$ cat src/rtl/phase_uart_tx.sv
// Phase-record FIFO feeding a UART 8N1 serializer: each record leaves as an
// 8-byte packet (sync, freq, phaseA, phaseB, XOR checksum of bytes 1..6).
module phase_uart_tx #(
   parameter int unsigned FFT    = 11,
   parameter int unsigned DEPTH  = 16,
   parameter int unsigned CLK_HZ = 100000000,
   parameter int unsigned BAUD   = 921600
) (
   input  logic           clk,
   input  logic           reset,
   input  logic           sink_valid,
   input  logic           sink_sop,
   input  logic           sink_eop,
   input  logic [FFT-1:0] sink_freq,
   input  logic [15:0]    sink_phaseA,
   input  logic [15:0]    sink_phaseB,
   output logic           sink_ready,
   output logic           tx,
   output logic           busy,
   output logic           overflow
);
   localparam int unsigned DIV = CLK_HZ / BAUD;
   localparam int unsigned CW  = (DIV > 1) ? $clog2(DIV) : 1;
   localparam int unsigned AW  = $clog2(DEPTH);
   localparam logic [CW-1:0] CNT_LAST = CW'(DIV - 1);

   typedef enum logic [2:0] {IDLE, LOAD, START, DATA, STOP} state_t;

   state_t        state;
   logic [49:0]   mem [DEPTH];
   logic [AW:0]   wptr, rptr, wptr_n, rptr_n;
   logic          empty, wr, pop, bit_end;
   logic [CW-1:0] cnt;
   logic [2:0]    bitidx, byteidx;
   logic [7:0]    txbyte;
   logic [55:0]   pkt;
   logic [49:0]   rd;
   logic [7:0]    sync, chk;

   assign empty   = (wptr == rptr);
   assign wr      = sink_valid && sink_ready;
   assign bit_end = (cnt == CNT_LAST);
   assign pop     = (state == LOAD) ||
                    (state == STOP && bit_end && byteidx == 3'd7 && !empty);
   assign wptr_n  = wptr + {{AW{1'b0}}, wr};
   assign rptr_n  = rptr + {{AW{1'b0}}, pop};
   assign busy    = (state != IDLE) || !empty;

   // head record: {eop, sop, freq[15:0], phaseA, phaseB}
   assign rd   = mem[rptr[AW-1:0]];
   assign sync = {6'b101001, rd[49], rd[48]};
   assign chk  = rd[47:40] ^ rd[39:32] ^ rd[31:24] ^ rd[23:16] ^ rd[15:8] ^ rd[7:0];

   always_ff @(posedge clk or negedge reset) begin
      if (!reset) begin
         wptr       <= '0;
         rptr       <= '0;
         sink_ready <= 1'b1;
         overflow   <= 1'b0;
      end else begin
         wptr       <= wptr_n;
         rptr       <= rptr_n;
         sink_ready <= !((wptr_n[AW] != rptr_n[AW]) &&
                         (wptr_n[AW-1:0] == rptr_n[AW-1:0]));
         if (sink_valid && !sink_ready)
            overflow <= 1'b1;
      end
   end

   always_ff @(posedge clk) begin
      if (wr)
         mem[wptr[AW-1:0]] <= {sink_eop, sink_sop, 16'(sink_freq), sink_phaseA, sink_phaseB};
   end

   always_ff @(posedge clk or negedge reset) begin
      if (!reset) begin
         state   <= IDLE;
         tx      <= 1'b1;
         cnt     <= '0;
         bitidx  <= '0;
         byteidx <= '0;
         txbyte  <= '0;
         pkt     <= '0;
      end else begin
         case (state)
            IDLE: begin
               tx <= 1'b1;
               if (!empty)
                  state <= LOAD;
            end
            LOAD: begin
               txbyte  <= sync;
               pkt     <= {rd[47:0], chk};
               byteidx <= '0;
               cnt     <= '0;
               tx      <= 1'b0;
               state   <= START;
            end
            START: begin
               if (bit_end) begin
                  cnt    <= '0;
                  bitidx <= '0;
                  tx     <= txbyte[0];
                  txbyte <= {1'b0, txbyte[7:1]};
                  state  <= DATA;
               end else begin
                  cnt <= cnt + 1'b1;
               end
            end
            DATA: begin
               if (bit_end) begin
                  cnt <= '0;
                  if (bitidx == 3'd7) begin
                     tx    <= 1'b1;
                     state <= STOP;
                  end else begin
                     bitidx <= bitidx + 1'b1;
                     tx     <= txbyte[0];
                     txbyte <= {1'b0, txbyte[7:1]};
                  end
               end else begin
                  cnt <= cnt + 1'b1;
               end
            end
            STOP: begin
               if (bit_end) begin
                  cnt <= '0;
                  if (byteidx != 3'd7) begin
                     byteidx <= byteidx + 1'b1;
                     txbyte  <= pkt[55:48];
                     pkt     <= {pkt[47:0], 8'h00};
                     tx      <= 1'b0;
                     state   <= START;
                  end else if (!empty) begin
                     // the load of the next packet shares the last stop clock,
                     // so back-to-back packets have no idle gap
                     txbyte  <= sync;
                     pkt     <= {rd[47:0], chk};
                     byteidx <= '0;
                     tx      <= 1'b0;
                     state   <= START;
                  end else begin
                     state <= IDLE;
                  end
               end else begin
                  cnt <= cnt + 1'b1;
               end
            end
            default: state <= IDLE;
         endcase
      end
   end
endmodule

$ cat config.mk
export PLATFORM = sky130hd
export DESIGN_NAME = phase_uart_tx
export DESIGN_NICKNAME = d
export VERILOG_FILES = /design/src/rtl/phase_uart_tx.sv
export SDC_FILE = /design/constraint.sdc
export NUM_CORES = 1
export LEC_CHECK = 0
export ABC_AREA = 1
export CORE_AREA = 2 2 256 258
export CTS_BUF_LIST = sky130_fd_sc_hd__clkbuf_8
export DETAILED_ROUTE_END_ITERATION = 6
export DIE_AREA = 0 0 258 260
export GPL_ROUTABILITY_DRIVEN = 0
export HOLD_SLACK_MARGIN = 0.03
export PLACE_DENSITY = 0.7
export REMOVE_ABC_BUFFERS = 1
export SYNTH_ARGS = -nofsm -noshare
export SYNTH_HDL_FRONTEND = slang
export SYNTH_SLANG_ARGS = --single-unit
$ cat constraint.sdc
create_clock -name clk -period 3.7 [get_ports clk]
set_clock_uncertainty 0.2 [all_clocks]
set_input_delay 1.11 -clock clk [delete_from_list [all_inputs] [get_ports clk]]
set_output_delay 1.11 -clock clk [all_outputs]
set_load 0.01 [all_outputs]
* After elaboration in Yosys (flattened, before gate mapping) *
Memory sizes are Yosys's and may differ from the RTL's.
Cells that the tools add are included.

storage, ports and cells
  register bits after elaboration = 93
  memory bits (writable) = 720
  input bits = 48
  output and inout bits = 4
  word-level logic and storage cells = 102
  memories = 1

cells by class
  add/subtract/negate cells = 5
  eq/ne operators = 18
  muxes and demuxes = 38
  bitwise gates (word level) = 5
  reductions and logical operators = 24

memories
  name  words  width  rd ports  clocked after memory_dff  write ports  line  text
  mem   16     45     1         0                         1            30    logic [49:0] mem [DEPTH];

operators with widths
  operator                                                                count
  56-bit 2-to-1 mux                                                       3
  56-bit case mux with 2 select lines                                     1
  8-bit 2-to-1 mux                                                        6
  8-bit bitwise XOR                                                       5
  3-bit 2-to-1 mux                                                        11
  8-bit case mux with 4 select lines                                      1
  3-bit case mux with 5 select lines                                      1
  7-bit case mux with 2 select lines                                      1
  2-bit != test (second input constant)                                   6
  3-bit case mux with 2 select lines                                      2
  5-bit by 1-bit adder with 5-bit output                                  2
  5-bit AND reduction                                                     2
  3-bit equality test (second input constant)                             3
  1-bit 2-to-1 mux                                                        8
  7-bit by 1-bit adder with 7-bit output (second input constant)          1
  7-bit equality test (second input constant)                             1
  7-bit 2-to-1 mux                                                        1
  3-bit by 1-bit adder with 3-bit output (second input constant)          2
  3-bit by 2-bit equality test with 1-bit output (second input constant)  2
  1-bit logical AND                                                       6
  6-bit AND reduction                                                     1
  2-bit nonzero test                                                      3
  5-bit equality test                                                     1
  1-bit case mux with 5 select lines                                      1
  15 further kinds                                                        19

* Longest topological paths before layout *
An unclocked memory read counts as a cell.

  word-level depth = 10
  mapped depth = 18

* Worst setup path before layout *
OpenSTA, ideal clock, no wires.

  kind = input to register
  start = input sink_valid
  end = memory mem[0][0] (netlist name), enable pin
  data arrival time = 3273 ps
  path slack = -220 ps
  stages = 4
  cell sequence = nand2_1 > nor2_1 > nand2_1 > nor2_1

between the ends
  longest elaborated chain between the ends = 3

RTL lines
  what                                    line  text
  start, declared                         11    input logic sink_valid,
  1-bit logical AND                       41    assign wr = sink_valid && sink_ready;
  1-bit 2-to-1 mux                        71    if (wr)
  1-bit 2-to-1 mux (not written as such)  72    mem[wptr[AW-1:0]] <= {sink_eop, sink_sop, 16'(sink_freq), sink_phaseA, sink_phaseB};
  end, declared                           30

Every way passes these cells.

* Final worst setup path *
  start = register rptr[1]
  end = output busy

between the ends
  longest elaborated chain between the ends = 3

RTL lines
  what                    line  text
  start, declared         31    logic [AW:0] wptr, rptr, wptr_n, rptr_n;
  start signal, assigned  62    rptr <= rptr_n;
  5-bit equality test     40    assign empty = (wptr == rptr);
  1-bit zero test         n/a
  1-bit logical OR        47    assign busy = (state != IDLE) || !empty;
  end, declared           19    output logic busy,

Every way passes these cells.

==> out/results.tsv <==
stage	metric	value	unit
route	Avg WL per Cell	19.49	µm
run_status	status	completed	
clocking	Num CTS Buffers	133	
yosys	synth cell count leaders	edfxtp_1 (720), nand2_1 (670), nor2_1 (611)	
clocking	Clock Pin Slew Worst Setup and Hold Paths	0.05	ns
setup_path	WP data required	2.39	ns
sta	Max Clk Rate	284.1	MHz
setup_path	worst path arrival time	2.21	ns
yosys	largest family of logic cells by synthesized area	simple AND/OR/NAND/NOR gates	
global_routing	vias in the first global route	22880	
global_routing	grt ovf	0	
yosys	Top FF cell, synth	edfxtp_1	
yosys	most frequent cell after synthesis	edfxtp_1	
setup_path	CP startpoint kind	register	
sta	period utilization	95.13	%
clocking	Clock Sinks	813	
setup_path	CP Class	reg2out	
setup_path	critical-path cell list	inv_4, nor2_1, nor4_2, nand3_1, inv_2, nand3_1, clkbuf_2	
route	DR vias/cell	5.527	
sta	unrepaired setup endpoints after global routing	false	
worst_hold_path	Worst Hold Class	reg2reg	
route	remaining antenna violation count	0	
floorplanning	Core Area	0.06412	mm²
sta	normalized max-slew margin	36.26	%
setup_path	CP max-delay cell	dfrtp_4	
clocking	CTS max path bufs	3	
floorplanning	Die X	258	µm
clocking	Clk Latency, worst-skew pair	0.78	ns
route	routed via count	23490	
yosys	largest cells by area after synthesis	edfxtp_1 (63%), nand2_1 (7.3%), nor2_1 (6.7%), dfrtp_1 (6.6%), o21ai_0 (3.2%)	
clocking	CTS HTree Levels	4	
sta	Hold WS	0.2688	ns
power	Pwr Density	521.3	mW/mm²
clocking	CTS tree	built	
global_routing	GRT Total Usage	24.91	%
run	max-cap check violation count	0	
setup_path	Worst path top cell family by delay	simple AND/OR/NAND/NOR gates	
sta	final hold vios	0	
setup_path	CP Buf/Inv Count	3	
yosys	synthesized area per cell	10.74	µm²
floorplanning	Row Count	93	
placed_design	Port-buffer cells	51	
floorplanning	Ports	52	
yosys	Yosys top cell area share	62.81	%
placed_design	detailed-placement wirelength estimate	45030	µm
clocking	Root Driver	clkbuf_8	
setup_path	CP max FO	4	
route	final wirelength	82850	µm
layout	area growth from synthesis to layout	12.00	%
sta	Setup-failing EPs final	0	
route	Initial DRT Pass Iterations	6	
global_routing	first-pass GRT wire length	127600	µm
yosys	Post-Synth XOR/XNOR Area	0.3817	%
layout	# nets final	3346	
route	Initial DRC Count	2435	
setup_path	critical path endpoint category	output pin	
yosys	post-synthesis simple-gate area fraction	17.36	%
yosys	Yosys reg bits	813	
yosys	Cell Area, Synth	0.03442	mm²
route	drt drc	0	
setup_path	CP most frequent cell	nand3_1	
yosys	Mapped Cells	3206	
power	LEAKAGE	14.97	nW
floorplanning	die area	0.06708	mm²
yosys	dominant cell type by area after synthesis	edfxtp_1	
floorplanning	Chip Height	260	µm
yosys	mux cell area share after synthesis	0.02908	%
global_routing	largest net degree at the start of global routing	185	
sta	slew of the pin with the lowest slew margin	0.9561	ns
yosys	Synth cell types	46	
global_routing	initial antenna violation count	3	
setup_path	max incr delay on CP	0.51	ns
yosys	sequential area share after synthesis	69.58	%
floorplanning	Initial Util	53.69	%
layout	layout cell share with drive strength beyond 1	8.046	%
power	Max rail drop VDD	0.0002621	V
sta	fin crit period	3.520	ns
yosys	Post-synth EDFFs	720	
yosys	area share of fa/ha/maj cells after synthesis	0.3271	%
sta	TNS Setup	0	ns
yosys	Post-synth ARST share	11.44	%
sta	Pins Over Slew Limit	0	
yosys	Synth Area in Compound Gates	6.921	%
layout	Fill cells	4995	
yosys	yosys warns	0	
cells in the final DEF, fill, tap and decap left out, drive strengths merged, types with 2 or more instances in the layout:
cell type and instances:
inv 322, a21boi 2, o211ai 20, nor3 4, nand4 2, clkinvlp 4
xor2 9, dfrtp 91, a22oi 3, dfstp 2, clkbuf 148, diode 2
clkinv 33, edfxtp 720, o221ai 6, o21ai 303, clkdlybuf4s50 49, nor2 615
bufinv 2, nand2 672, buf 55, a21oi 28, o22ai 64, xnor2 6
a211oi 4, nand3 207, a32o 2, ha 9
routing by layer:
metal	up-vias	wire, µm	global-route usage, %
met5	-	0	0
met4	0	2432	9.907
met3	171	7776	5.789
met2	1029	38750	39.31
met1	11270	33890	33.70
li1	11020	-	-
state kept, by name (all words and copies together), names as in the netlist, 3 cells and up:
| name | cells |
|---|---|
| mem | 720 |
| wptr | 5 |
| txbyte | 8 |
| bitidx | 3 |
| rptr | 5 |
| state | 3 |
| byteidx | 3 |
| pkt | 56 |
| cnt | 7 |
worst reg2reg max path, delay by kind of cell, from the launching register on:
| kind | cells | cell delay (ns) |
|---|---|---|
| AOI/OAI and AO/OA | 3 | 0.89 |
| buffers and inverters | 3 | 0.73 |
| DFF | 1 | 0.46 |
| and+or+nand+nor | 7 | 0.71 |
cells by family after synthesis:
| group | Yosys count |
|---|---|
| compound gates | 436 |
| xor+xnor | 15 |
| fa+ha+maj | 9 |
| buf+inv | 427 |
| flops | 813 |
| mux | 1 |
| simple gates | 1505 |
cell type report:
class                      count  area [µm²]  area share (%)
timing repair buffer         106        1269           3.291
antenna                        2       5.005         0.01298
inverter                     268        1023           2.655
clock buffer                 147        2023           5.248
timing repair inverter         1       6.256         0.01623
multi-input combinational   1966        8745           22.68
clock inverter                92       450.4           1.168
sequential                   813       23960           62.15
tap                          855        1070           2.775
per-stage QoR:
step	setup slack [ns]	utilization, %	std cells	total power, mW	area [µm²]
after CTS	0.01978	60.11	4247	20.25	38540
after global routing	0.05217	60.13	4250	20.85	38550
final	0.1803	60.13	4250	20.10	38550
after detailed placement	0.2438	56.20	4005	13.04	36030
after global placement	0.2377	56.20	4005	12.95	36030
after floorplan	-10.21	-	3047	12.11	33570
final timing paths:
check / from / end / slack (ns) / depth (start not counted)
setup / recovery: rptr[1] / busy / 0.18 / 7
hold / removal: overflow / overflow / 0.27 / 1
setup reg to reg: rptr[0] / pkt[0] / 0.59 / 13
hold reg to reg: overflow / overflow / 0.27 / 1
max in group asynchronous: reset / sink_ready / 1.96 / 3
min in group asynchronous: reset / state[0] / 0.61 / 2
what timing repair did:
action,4_1_cts,5_1_grt
hold endpoints to repair,21,0
setup endpoints to repair,1,1
hold buffers,1,0
resized for setup,3,2
buffers inserted,1,1
cloned,1,0
pin swaps,2,2
power by group:
| part | total (mW) | internal, mW | switching, mW | leakage [nW] |
|---|---|---|---|---|
| clock | 7.24 | 3.79 | 3.45 | 1.46 |
| combinational | 1.74 | 0.455 | 1.28 | 5.90 |
| sequential | 11.1 | 10.9 | 0.196 | 7.61 |
No activity file was read; power rests on OpenSTA's default activity.
